--- src/rtl/slip_unescaper.sv ---
// -----------------------------------------------------------------------------
// slip_unescaper
//
// Receive-side SLIP decoder. Consumes an escaped symbol stream and emits
// decoded {data, end} symbols through a single registered output stage.
// Malformed escape sequences produce a one-cycle o_err pulse.
//
// Decoding rules:
//   NORMAL  : END -> {0, end=1}; ESC -> enter ESCAPED (no output);
//             anything else -> {symbol, end=0}
//   ESCAPED : ESC_END -> {END, 0}; ESC_ESC -> {ESC, 0};
//             END -> {0, end=1} plus error (resyncs the frame parser);
//             anything else -> dropped, error
//   Every accepted symbol in ESCAPED returns the FSM to NORMAL.
//
// Ports:
//   i_clk    clock
//   i_rst    synchronous reset, active-high
//   i_data   escaped input symbol
//   i_valid  input valid
//   o_ready  input ready (combinational from i_ready and i_rst only)
//   o_data   decoded symbol; zero when o_end=1
//   o_end    symbol is an end marker
//   o_valid  output valid
//   i_ready  downstream ready
//   o_err    one-cycle pulse after a malformed escape sequence is consumed
// -----------------------------------------------------------------------------
module slip_unescaper #(
  parameter int                      SYMBOL_WIDTH   = 8,
  parameter logic [SYMBOL_WIDTH-1:0] SYMBOL_END     = 8'hC0,
  parameter logic [SYMBOL_WIDTH-1:0] SYMBOL_ESC     = 8'hDB,
  parameter logic [SYMBOL_WIDTH-1:0] SYMBOL_ESC_END = 8'hDC,
  parameter logic [SYMBOL_WIDTH-1:0] SYMBOL_ESC_ESC = 8'hDD
) (
  input  logic                    i_clk,
  input  logic                    i_rst,
  input  logic [SYMBOL_WIDTH-1:0] i_data,
  input  logic                    i_valid,
  output logic                    o_ready,
  output logic [SYMBOL_WIDTH-1:0] o_data,
  output logic                    o_end,
  output logic                    o_valid,
  input  logic                    i_ready,
  output logic                    o_err
);

  typedef enum logic {
    ST_NORMAL  = 1'b0,
    ST_ESCAPED = 1'b1
  } state_t;

  state_t                  state;
  state_t                  state_nxt;

  logic                    accept;

  logic                    emit_p0;
  logic [SYMBOL_WIDTH-1:0] data_p0;
  logic                    end_p0;
  logic                    err_p0;

  logic                    vld_p1;
  logic [SYMBOL_WIDTH-1:0] data_p1;
  logic                    end_p1;
  logic                    err_p1;

  // The output register can take a new symbol whenever it is empty or is
  // being drained this cycle, giving 1 symbol/cycle without a skid buffer.
  assign o_ready = !i_rst && (!vld_p1 || i_ready);
  assign accept  = i_valid && o_ready;

  // ---- stage p0: decode the accepted symbol ----
  always_comb begin
    state_nxt = state;
    emit_p0   = 1'b0;
    data_p0   = '0;
    end_p0    = 1'b0;
    err_p0    = 1'b0;
    if (accept) begin
      case (state)
        ST_NORMAL: begin
          if (i_data == SYMBOL_END) begin
            emit_p0 = 1'b1;
            end_p0  = 1'b1;
          end else if (i_data == SYMBOL_ESC) begin
            state_nxt = ST_ESCAPED;
          end else begin
            emit_p0 = 1'b1;
            data_p0 = i_data;
          end
        end
        ST_ESCAPED: begin
          state_nxt = ST_NORMAL;
          if (i_data == SYMBOL_ESC_END) begin
            emit_p0 = 1'b1;
            data_p0 = SYMBOL_END;
          end else if (i_data == SYMBOL_ESC_ESC) begin
            emit_p0 = 1'b1;
            data_p0 = SYMBOL_ESC;
          end else if (i_data == SYMBOL_END) begin
            // Still forward the end marker so the parser drops the bad frame.
            emit_p0 = 1'b1;
            end_p0  = 1'b1;
            err_p0  = 1'b1;
          end else begin
            err_p0  = 1'b1;
          end
        end
        default: state_nxt = ST_NORMAL;
      endcase
    end
  end

  // ---- stage p1: registered output and error pulse ----
  always_ff @(posedge i_clk) begin
    if (i_rst) begin
      state   <= ST_NORMAL;
      vld_p1  <= 1'b0;
      data_p1 <= '0;
      end_p1  <= 1'b0;
      err_p1  <= 1'b0;
    end else begin
      state  <= state_nxt;
      err_p1 <= err_p0;
      if (emit_p0) begin
        vld_p1  <= 1'b1;
        data_p1 <= data_p0;
        end_p1  <= end_p0;
      end else if (i_ready) begin
        vld_p1  <= 1'b0;
      end
    end
  end

  assign o_valid = vld_p1;
  assign o_data  = data_p1;
  assign o_end   = end_p1;
  assign o_err   = err_p1;

endmodule
--- config.mk ---
export PLATFORM = sky130hd
export DESIGN_NAME = slip_unescaper
export DESIGN_NICKNAME = d
export VERILOG_FILES = /design/src/rtl/slip_unescaper.sv
export SDC_FILE = /design/constraint.sdc
export NUM_CORES = 1
export LEC_CHECK = 0
export CORE_UTILIZATION = 39
export DETAILED_ROUTE_END_ITERATION = 10
export PLACE_DENSITY = 0.73
export SYNTH_ARGS = -nofsm -noshare
export SYNTH_HDL_FRONTEND = slang
export SYNTH_SLANG_ARGS = --single-unit
--- constraint.sdc ---
create_clock -name i_clk -period 1.5 [get_ports i_clk]
set_clock_uncertainty 0.05 [all_clocks]
set_input_delay 0.375 -clock i_clk [delete_from_list [all_inputs] [get_ports i_clk]]
set_output_delay 0.375 -clock i_clk [all_outputs]
set_load 0.02 [all_outputs]
==> reports/qor.csv <==
metric,value,unit
final setup fails,1,
pins over their slew limit,0,
fin crit period,1517,ps
total power,792.2,µW
global-route wire length before repair,3243,µm
Yosys reg bits,12,
Achievable Freq,0.6590,GHz
Critical Path RT,1070,ps
status,finished with violations,
share of layout cells above drive strength 1,0.4153,
number of antenna violations at the first check in global routing,0,
CTS HTree Levels,1,
unrepaired setup endpoints after global routing,true,
CTS root buf,clkbuf_4,
All-Layer GR Usage,0.2141,
setup ws final,-17.35,ps
Avg WL per Cell,14.31,µm
sequential area share after synthesis,0.3322,
Synth-to-Final Area Change,62.98,%
Clock Sinks,12,
die area,2030,µm²
Skew-Pair Late Insertion Delay,260,ps
Buf/Inv on CP,1,
hold crit path type,flop to flop,
fillcell total,153,
Post-synth ARST share,0,
Slew HR,0.7808,
DR iter-0 viols,8,
WL final,2047,µm
Die Wd,45.06,µm
TritonRoute pass-1 iters,4,
post-DR vias/cell,5.573,
Max-Cap Viols,0,
placer congestion estimate,0.8227,
CTS tree,done,
Antenna Nets Post-Route,0,
critical path type,flop to primary output,
Synth Warn #,0,
"commonest non-fill, non-tap cell in the layout",buf_4,
Worst Max-Slew Pin Slew,326.3,ps
Post-synth EDFFs,0,
"CTS clk-pin slew, worst paths",80,ps
Die Ht,45.06,µm
post-synthesis cell count,74,
WP data arrival,1090,ps
"slowest stage delay, CP",330,ps
TritonCTS Buffers,3,
Max rail drop VDD,804.7,µV
"critical path fanouts, max",2,
Synth Net Count,86,
Critical Path Start Type,flop,
fin crit share,1.012,
failing checks,negative setup slack,
PD cells,672.2,nW/µm²
pin count of the biggest net entering global routing,11,
Unique masters post-synth,37,
hpwl dp,1347,µm
PortBufs,23,
CP max stage cell,dfxtp_2,
"Critical Path, Cell by Cell","or2b_4, nor2b_4, buf_6",
Antenna diodes,0,
synthesized area per cell,9.773,µm²
cell family with most CP delay,simple AND/OR/NAND/NOR gates,
number of global-route vias before repair,705,
IO Count,24,
Mapped Area,723.2,µm²
"Hold Vio Cnt, Final",0,
setup_tns,-17.35,ps
number of remaining DRC errors,0,
core footprint,1727,µm²
"commonest non-fill, non-tap cells in the layout","buf_4, dlygate4sd2_1, dfxtp_1",
LEAKAGE,0.5025,nW
clock buffer depth,2,
Worst setup EP type,primary output,
hold-fix buffers at CTS,0,
routed vias,797,
Congestion Overflow GR,0,
num rows,15,
Synth Flop Type,dfxtp_1,
Initial Utilization,0.4188,
"Net count, final",131,
kinds of logic after synthesis:
| kind of cell | Yosys count | share of synthesized area |
|---|---|---|
| AO/OA/AOI/OAI | 35 | 0.3893 |
| buffers and inverters | 8 | 0.05882 |
| flip-flops | 12 | 0.3322 |
| AND/OR/NAND/NOR | 19 | 0.2198 |
Yosys cell counts (2+ instances only):
cell type | instances | area, µm²
o21ai_0 | 3 | 15.01
a211oi_2 | 2 | 25.02
o2111ai_1 | 2 | 17.52
a21oi_1 | 9 | 45.04
a31oi_1 | 2 | 12.51
o32ai_1 | 2 | 17.52
nand3_1 | 3 | 15.01
o211a_1 | 2 | 20.02
dfxtp_1 | 12 | 240.2
inv_1 | 5 | 18.77
o211ai_1 | 6 | 45.04
power by group:
part	leakage [nW]	internal [mW]	switching (mW)
clock	0.0210	0.147	0.110
sequential	0.0985	0.334	0.00599
combinational	0.383	0.0958	0.100
flip-flops by register name, indices dropped and copies added (netlist names):
name,cells
o_valid,1
o_data,8
o_end,1
state,1
o_err,1
metal layers:
| layer | vias up | GRT usage | wire (µm) |
|---|---|---|---|
| met1 | 391 | 0.2951 | 921 |
| met4 | 0 | 0.006061 | 0 |
| met5 | - | 0 | 0 |
| met2 | 16 | 0.3652 | 1050 |
| li1 | 390 | - | - |
| met3 | 0 | 0.04000 | 74 |
metrics by stage:
| step | std cells | hold slack (ps) | utilization | cell area [µm²] | setup WS (ps) |
|---|---|---|---|---|---|
| after floorplan | 74 | 410.0 | - | 723.2 | 4.427 |
| after global placement | 135 | 412.9 | 0.6261 | 1081 | -640.2 |
| after detailed placement | 135 | 420.8 | 0.6261 | 1081 | -675.5 |
| after CTS | 143 | 430.6 | 0.6768 | 1169 | -60.62 |
| after global routing | 143 | 438.0 | 0.6826 | 1179 | -54.86 |
| final | 143 | 418.8 | 0.6826 | 1179 | -17.35 |
cell type report:
class	count	area, µm²	share of cell area
flip-flops and latches	12	241.5	0.2049
repair buffers	42	351.6	0.2983
well taps	25	31.28	0.02654
multi-input cells	55	499.2	0.4236
inverters	5	18.77	0.01592
clock buffers	4	36.28	0.03079
what timing repair did:
action,CTS,global route
gates resized for setup,42,16
setup endpoints to repair,23,11
gates cloned,1,0
pin swaps,10,6
endpoints found under the hold margin,0,0
buffers inserted,3,0
worst paths after layout:
kind | from | end | slack [ps] | cells past startpoint
hold reg to reg | o_data[7] | o_data[7] | 420 | 2
setup / recovery | o_valid | o_ready | -20 | 3
hold / removal | o_data[7] | o_data[7] | 420 | 2
setup reg to reg | o_valid | o_data[7] | 60 | 5
worst register-to-register path: cells and delay by family (launching register included):
| family | cells | cell delay, ps |
|---|---|---|
| simple gates | 2 | 500 |
| buf+inv | 1 | 150 |
| compound gates | 2 | 310 |
| flops | 1 | 330 |
No activity file was read; power rests on OpenSTA's default activity.
